<file path="config.mk">
export PLATFORM = sky130hd
export DESIGN_NAME = io_bridge_flat
export DESIGN_NICKNAME = d
export VERILOG_FILES = /design/src/rtl/io_bridge_pkg.sv /design/src/rtl/io_bridge_if.sv /design/src/rtl/io_byte_lane.sv /design/src/rtl/io_bridge.sv /design/src/flat_wrapper.sv
export SDC_FILE = /design/constraint.sdc
export NUM_CORES = 1
export LEC_CHECK = 0
export CORE_ASPECT_RATIO = 1.4
export CORE_MARGIN = 2
export CORE_UTILIZATION = 35
export DETAILED_ROUTE_END_ITERATION = 10
export SETUP_SLACK_MARGIN = 0.3
export SYNTH_ARGS = -nofsm -noshare
export SYNTH_HDL_FRONTEND = slang
export SYNTH_SLANG_ARGS = --single-unit
</file>
<file path="constraint.sdc">
create_clock -name clk -period 5.74 [get_ports clk]
set_input_delay 0.574 -clock clk [delete_from_list [all_inputs] [get_ports clk]]
set_output_delay 0.574 -clock clk [all_outputs]
set_load 0.005 [all_outputs]
</file>
<file path="src/rtl/io_bridge_pkg.sv">
// Shared types and constants for the io_bridge word-to-byte bus bridge.
package io_bridge_pkg;

    localparam int MEM_ADDR_WIDTH = 8;
    localparam int DATA_WIDTH     = 32;
    localparam int BR_BEATS       = 4;

    typedef enum logic [1:0] {
        BR_IDLE = 2'd0,
        BR_XFER = 2'd1,
        BR_DONE = 2'd2
    } br_state_t;

endpackage

</file>
<file path="src/rtl/io_bridge_if.sv">
// CPU word port and byte-wide peripheral bus as seen by io_bridge (slave) and its environment (master).
interface io_bridge_if
    import io_bridge_pkg::*;
#(
    parameter int ADDR_W = MEM_ADDR_WIDTH,
    parameter int DATA_W = DATA_WIDTH
);
    logic              cpu_req;
    logic              cpu_we;
    logic              cpu_size;
    logic [ADDR_W-1:0] cpu_addr;
    logic [DATA_W-1:0] cpu_wdata;
    logic [DATA_W-1:0] cpu_rdata;
    logic              cpu_ack;
    logic              busy;
    logic [ADDR_W-1:0] p_addr;
    logic [7:0]        p_wdata;
    logic [7:0]        p_rdata;
    logic              p_cs_;
    logic              p_rw_;

    modport master (
        output cpu_req, cpu_we, cpu_size, cpu_addr, cpu_wdata, p_rdata,
        input  cpu_rdata, cpu_ack, busy, p_addr, p_wdata, p_cs_, p_rw_
    );

    modport slave (
        input  cpu_req, cpu_we, cpu_size, cpu_addr, cpu_wdata, p_rdata,
        output cpu_rdata, cpu_ack, busy, p_addr, p_wdata, p_cs_, p_rw_
    );
endinterface

</file>
<file path="src/rtl/io_byte_lane.sv">
// Byte-lane steering: picks the outgoing write byte and merges a read byte into the assembled word.
module io_byte_lane #(
    parameter int BEATS = 4,
    parameter int SEL_W = $clog2(BEATS)
) (
    input  logic [8*BEATS-1:0] wword,
    input  logic [SEL_W-1:0]   wsel,
    output logic [7:0]         wbyte,
    input  logic [8*BEATS-1:0] rd_word,
    input  logic [SEL_W-1:0]   rd_sel,
    input  logic [7:0]         rd_byte,
    input  logic               byte_mode,
    output logic [8*BEATS-1:0] rd_merged
);
    assign wbyte = wword[8*wsel +: 8];

    // Byte loads replace the whole word so the upper lanes read as zero.
    always_comb begin
        rd_merged = rd_word;
        rd_merged[8*rd_sel +: 8] = rd_byte;
        if (byte_mode) begin
            rd_merged = {{(8*BEATS-8){1'b0}}, rd_byte};
        end
    end
endmodule

</file>
<file path="src/rtl/io_bridge.sv">
// Splits a CPU word load/store into little-endian byte beats on the peripheral bus.
// Optional single-byte accesses are enabled by defining IO_BRIDGE_BYTE_EN.
module io_bridge
    import io_bridge_pkg::*;
#(
    parameter int ADDR_W = MEM_ADDR_WIDTH,
    parameter int BEATS  = BR_BEATS
) (
    input logic       clk,
    input logic       rst_,
    io_bridge_if.slave bus
);
    localparam int CNT_W = $clog2(BEATS);
    localparam int W     = 8 * BEATS;
    localparam logic [ADDR_W-1:0] ALIGN_MASK = ~ADDR_W'(BEATS - 1);

    br_state_t         state_q, state_n;
    logic [CNT_W-1:0]  beat_q, beat_n;
    logic              we_q, we_n;
    logic              byte_q, byte_n;
    logic [W-1:0]      wdata_q, wdata_n;
    logic [ADDR_W-1:0] p_addr_q, p_addr_n;
    logic [7:0]        p_wdata_q, p_wdata_n;
    logic              p_cs_q, p_cs_n;
    logic              p_rw_q, p_rw_n;
    logic [W-1:0]      rdata_q, rdata_n;
    logic              ack_q, ack_n;
    logic              busy_q, busy_n;

    logic              req_byte;
    logic              last_beat;
    logic [CNT_W-1:0]  lane_wsel;
    logic [W-1:0]      lane_wword;
    logic [7:0]        lane_wbyte;
    logic [W-1:0]      lane_rmerged;

`ifdef IO_BRIDGE_BYTE_EN
    assign req_byte = bus.cpu_size;
`else
    logic unused_size;
    assign unused_size = bus.cpu_size;
    assign req_byte    = 1'b0;
`endif

    assign last_beat  = byte_q || (beat_q == CNT_W'(BEATS - 1));
    // In IDLE the first byte comes straight from the request; later beats from the latched word.
    assign lane_wsel  = (state_q == BR_IDLE) ? '0 : beat_q + CNT_W'(1);
    assign lane_wword = (state_q == BR_IDLE) ? bus.cpu_wdata : wdata_q;

    io_byte_lane #(.BEATS(BEATS), .SEL_W(CNT_W)) u_lane (
        .wword     (lane_wword),
        .wsel      (lane_wsel),
        .wbyte     (lane_wbyte),
        .rd_word   (rdata_q),
        .rd_sel    (beat_q),
        .rd_byte   (bus.p_rdata),
        .byte_mode (byte_q),
        .rd_merged (lane_rmerged)
    );

    always_comb begin
        state_n   = state_q;
        beat_n    = beat_q;
        we_n      = we_q;
        byte_n    = byte_q;
        wdata_n   = wdata_q;
        p_addr_n  = p_addr_q;
        p_wdata_n = p_wdata_q;
        p_cs_n    = 1'b1;
        p_rw_n    = 1'b1;
        rdata_n   = rdata_q;
        ack_n     = 1'b0;
        busy_n    = busy_q;

        unique case (state_q)
            BR_IDLE: begin
                if (bus.cpu_req) begin
                    state_n   = BR_XFER;
                    busy_n    = 1'b1;
                    we_n      = bus.cpu_we;
                    byte_n    = req_byte;
                    wdata_n   = bus.cpu_wdata;
                    beat_n    = '0;
                    p_cs_n    = 1'b0;
                    p_rw_n    = ~bus.cpu_we;
                    p_addr_n  = req_byte ? bus.cpu_addr : (bus.cpu_addr & ALIGN_MASK);
                    p_wdata_n = lane_wbyte;
                end
            end
            BR_XFER: begin
                if (!we_q) begin
                    rdata_n = lane_rmerged;
                end
                if (last_beat) begin
                    state_n = BR_DONE;
                    ack_n   = 1'b1;
                end else begin
                    beat_n    = beat_q + CNT_W'(1);
                    p_cs_n    = 1'b0;
                    p_rw_n    = ~we_q;
                    p_addr_n  = p_addr_q + ADDR_W'(1);
                    p_wdata_n = lane_wbyte;
                end
            end
            BR_DONE: begin
                state_n = BR_IDLE;
                busy_n  = 1'b0;
            end
            default: state_n = BR_IDLE;
        endcase
    end

    always_ff @(posedge clk) begin
        if (!rst_) begin
            state_q   <= BR_IDLE;
            beat_q    <= '0;
            we_q      <= 1'b0;
            byte_q    <= 1'b0;
            wdata_q   <= '0;
            p_addr_q  <= '0;
            p_wdata_q <= '0;
            p_cs_q    <= 1'b1;
            p_rw_q    <= 1'b1;
            rdata_q   <= '0;
            ack_q     <= 1'b0;
            busy_q    <= 1'b0;
        end else begin
            state_q   <= state_n;
            beat_q    <= beat_n;
            we_q      <= we_n;
            byte_q    <= byte_n;
            wdata_q   <= wdata_n;
            p_addr_q  <= p_addr_n;
            p_wdata_q <= p_wdata_n;
            p_cs_q    <= p_cs_n;
            p_rw_q    <= p_rw_n;
            rdata_q   <= rdata_n;
            ack_q     <= ack_n;
            busy_q    <= busy_n;
        end
    end

    assign bus.cpu_rdata = rdata_q;
    assign bus.cpu_ack   = ack_q;
    assign bus.busy      = busy_q;
    assign bus.p_addr    = p_addr_q;
    assign bus.p_wdata   = p_wdata_q;
    assign bus.p_cs_     = p_cs_q;
    assign bus.p_rw_     = p_rw_q;
endmodule

</file>
<file path="src/flat_wrapper.sv">
// flat-port wrapper written by rule: the top's interface ports become plain ports
module io_bridge_flat import io_bridge_pkg::*;
#(
    parameter int ADDR_W = MEM_ADDR_WIDTH,
    parameter int BEATS  = BR_BEATS
)
  (clk, rst_, bus_cpu_req, bus_cpu_we, bus_cpu_size, bus_cpu_addr, bus_cpu_wdata, bus_p_rdata, bus_cpu_rdata, bus_cpu_ack, bus_busy, bus_p_addr, bus_p_wdata, bus_p_cs_, bus_p_rw_);
  io_bridge_if #(.ADDR_W(ADDR_W), .DATA_W(32)) bus_i ();
  input logic clk;
  input logic rst_;
  input wire logic [$bits(bus_i.cpu_req)-1:0] bus_cpu_req;
  input wire logic [$bits(bus_i.cpu_we)-1:0] bus_cpu_we;
  input wire logic [$bits(bus_i.cpu_size)-1:0] bus_cpu_size;
  input wire logic [$bits(bus_i.cpu_addr)-1:0] bus_cpu_addr;
  input wire logic [$bits(bus_i.cpu_wdata)-1:0] bus_cpu_wdata;
  input wire logic [$bits(bus_i.p_rdata)-1:0] bus_p_rdata;
  output wire logic [$bits(bus_i.cpu_rdata)-1:0] bus_cpu_rdata;
  output wire logic [$bits(bus_i.cpu_ack)-1:0] bus_cpu_ack;
  output wire logic [$bits(bus_i.busy)-1:0] bus_busy;
  output wire logic [$bits(bus_i.p_addr)-1:0] bus_p_addr;
  output wire logic [$bits(bus_i.p_wdata)-1:0] bus_p_wdata;
  output wire logic [$bits(bus_i.p_cs_)-1:0] bus_p_cs_;
  output wire logic [$bits(bus_i.p_rw_)-1:0] bus_p_rw_;
  assign bus_i.cpu_req = bus_cpu_req;
  assign bus_i.cpu_we = bus_cpu_we;
  assign bus_i.cpu_size = bus_cpu_size;
  assign bus_i.cpu_addr = bus_cpu_addr;
  assign bus_i.cpu_wdata = bus_cpu_wdata;
  assign bus_i.p_rdata = bus_p_rdata;
  assign bus_cpu_rdata = bus_i.cpu_rdata;
  assign bus_cpu_ack = bus_i.cpu_ack;
  assign bus_busy = bus_i.busy;
  assign bus_p_addr = bus_i.p_addr;
  assign bus_p_wdata = bus_i.p_wdata;
  assign bus_p_cs_ = bus_i.p_cs_;
  assign bus_p_rw_ = bus_i.p_rw_;
  io_bridge #(.ADDR_W(ADDR_W), .BEATS(BEATS)) u_core (.clk(clk), .rst_(rst_), .bus(bus_i));
endmodule
</file>
==> impl_metrics.toml <==
[outcome]
status = "finished clean"

[setup_path]
worstSetupPathType = "input port to flop"
r2r_cells = 5
start_kind = "input port"
crit_required_ns = 5.96
path_max_fanout = 21
arrival_ns = 2.62
critPathCaptureType = "flop"

[timing]
layout_worst_path_cycle_share_pct = 42.0
setup_tns_ns = 0
finalClockSkew_ns = 0.00448
fin_ws_ns = 3.33
hold_slack_ns = 0.449
worstMarginPinSlew_ns = 1.12
rsz0062_at_grt = "false"
relSlewSlack_pct = 25.3
slew_violations = 0
min_period_ns = 2.41
setup_viol_count_final = 0
max_freq_ghz = 0.415
hold_violations = 0

[die]
fp.dieW_um = 91.4
boundaryPins = 105
rows = 44
die_h_um = 126
dieArea_um2 = 11600
start_util_pct = 36.0
core_um2 = 10400

[synthesis]
ys_seq_area_share_pct = 47.6
syn-cell-area_um2 = 3750
synth_fp_nets = 498
synthArstFlopShare_pct = 0
avgSynthCellArea_um2 = 8.55
synth_cell_types = 45
synth_edf_count = 0
synth_most_common_cell = "nand2_1"
yosysTopAreaCellShare_pct = 47.6
synth_warnings = 0
synth_top_area_cell = "dfxtp_1"
syn_inst = 438
synth_ff_type = "dfxtp_1"
synthTopCellsByArea = "dfxtp_1 48%, nand2_1 9.8%, a21oi_1 8.4%"
synth-seq-cells = 89
synth_commonest_cells = "98 x nand2_1, 89 x dfxtp_1, 63 x a21oi_1, 31 x nor2_1, 22 x nand3_1"

[global_routing]
antenna_found_initial = 0
globalRouteTotalUtil_pct = 17.5
grt_pass1_wl_um = 16000
grt_max_degree = 72
overflow = 0
grt_pass1_vias = 3256

[clock_network]
ctsResizeCount = 0
root_buffer = "clkbuf_16"
cts_setup_buffers = 0
clock_sinks = 89
ctsHtreeMaxLevel = 3
clkTransAtPathRegs_ns = 0.06
tritoncts = "yes"
clk_path_buf_depth = 2
hold_buffers = 0
clkLatencyLatePin_ns = 0.33
cts_made_buffers = 9

[min_path]
hold_path_class = "flop to flop"
hold_path_depth = 2

[drt]
first_iter_violations = 146
antenna_left = 0
wl_per_cell_um = 14.9
wirelength_um = 9950
firstDrtPassIters = 4
vias_per_cell = 5.09
drc = 0
dr_total_vias = 3395

[power]
switching_share_pct = 24.6
p_sw_uw = 345
power.share.sequential_pct = 48.1
vdd.ir_drop.worst_mv = 0.142
p_comb_share_pct = 14.6
power_frac_clock_pct = 37.3
p_per_area_nw_per_um2 = 276
power.leakage_uw = 0.00180
p_total_uw = 1400
intPower_uw = 1060

[finish]
postLayoutCoreUtil_pct = 48.9
layout-drive-gt1-share_pct = 5.48
final_nets = 588
n_antenna_cell = 0
area_delta_synth_final_pct = 35.8

[placement]
port_buffers = 101
routabilityCongestion = 0.811
pre_cts_ws_ns = 2.94
dp_hpwl_um = 7190

[run]
drv_cap = 0
## sequential cells by signal, summed over array words and instances (netlist names)
register	cells
u_core.beat_q	2
u_core.state_q	2
u_core.bus.p_rw_	1
u_core.bus.busy	1
u_core.we_q	1
u_core.bus.cpu_ack	1
u_core.wdata_q	32
u_core.bus.p_cs_	1
u_core.bus.cpu_rdata	32
u_core.bus.p_addr	8
u_core.bus.p_wdata	8
## stage by stage
| stage | instance area (um2) | std cells |
|---|---|---|
| after CTS | 5090 | 667 |
| after detailed placement | 4830 | 655 |
| after global routing | 5090 | 667 |
| after floorplan | 3750 | 438 |
| final | 5090 | 667 |
| after global placement | 4830 | 655 |
## cells by family after synthesis
group	synth area share (%)
AND/OR/NAND/NOR	23.3
AO/OA/AOI/OAI	18.1
flip-flops	47.6
buffers and inverters	4.17
multiplexers	4.54
adder cells (fa/ha/maj)	2.34
## critical path, cell delays in order
cell and delay, ns:
clkdlybuf4s50_1 0.55, nor3b_4 0.69, buf_4 0.37, nor3_2 0.15
a31oi_1 0.17, o22ai_1 0.10
## layer usage
| metal | up-vias | share of wire [%] | global-route usage (%) |
|---|---|---|---|
| met1 | 1594 | 41 | 19.7 |
| met4 | 0 | 2.1 | 8.38 |
| li1 | 1693 | - | - |
| met2 | 93 | 53 | 31.8 |
| met5 | - | 0 | 0 |
| met3 | 15 | 3.9 | 2.79 |
## power by group through the flow
stage          Sequential, uW  Combinational [uW]  Clock, uW
3_5_place_dp              687                 207          0
3_3_place_gp              687                 205          0
4_1_cts                   674                 208        535
2_1_floorplan             682                 112          0
6_report                  674                 205        523
5_1_grt                   678                 226        556
## cells in the final DEF, fill, tap and decap left out, types with 3 or more instances in the layout
cell type	netlist	routed
nand2b_1	3	3
o21ai_0	7	7
a21oi_1	63	63
nor2_1	31	31
ha_1	7	7
mux2i_1	17	17
a32o_1	8	8
clkdlybuf4s50_1	0	101
and3_1	3	3
nand2_1	98	98
a31oi_1	4	4
inv_1	8	8
buf_4	2	3
nand3_1	22	22
dfxtp_1	89	89
clkbuf_16	0	9
a22oi_1	19	19
## path summary, 6_finish.rpt
| check | end | slack (ns) | start |
|---|---|---|---|
| worst min register to register | u_core.bus.cpu_rdata[4] | 0.45 | u_core.bus.cpu_rdata[4] |
| worst max-delay path | u_core.bus.p_addr[3] | 3.33 | bus_cpu_req |
| worst min-delay path | u_core.bus.cpu_rdata[4] | 0.45 | u_core.bus.cpu_rdata[4] |
| worst max register to register | u_core.bus.p_addr[3] | 3.61 | u_core.state_q[0] |
## area by class of cell
type	instances	area, um2
Fill cell	1019	5320
Multi-Input combinational cell	315	1810
Sequential cell	89	1780
Timing Repair Buffer	104	1030
Clock buffer	11	253
Tap cell	138	173
Inverter	9	33.8
Clock inverter	1	5.00
Power figures use the tool's default switching activity.
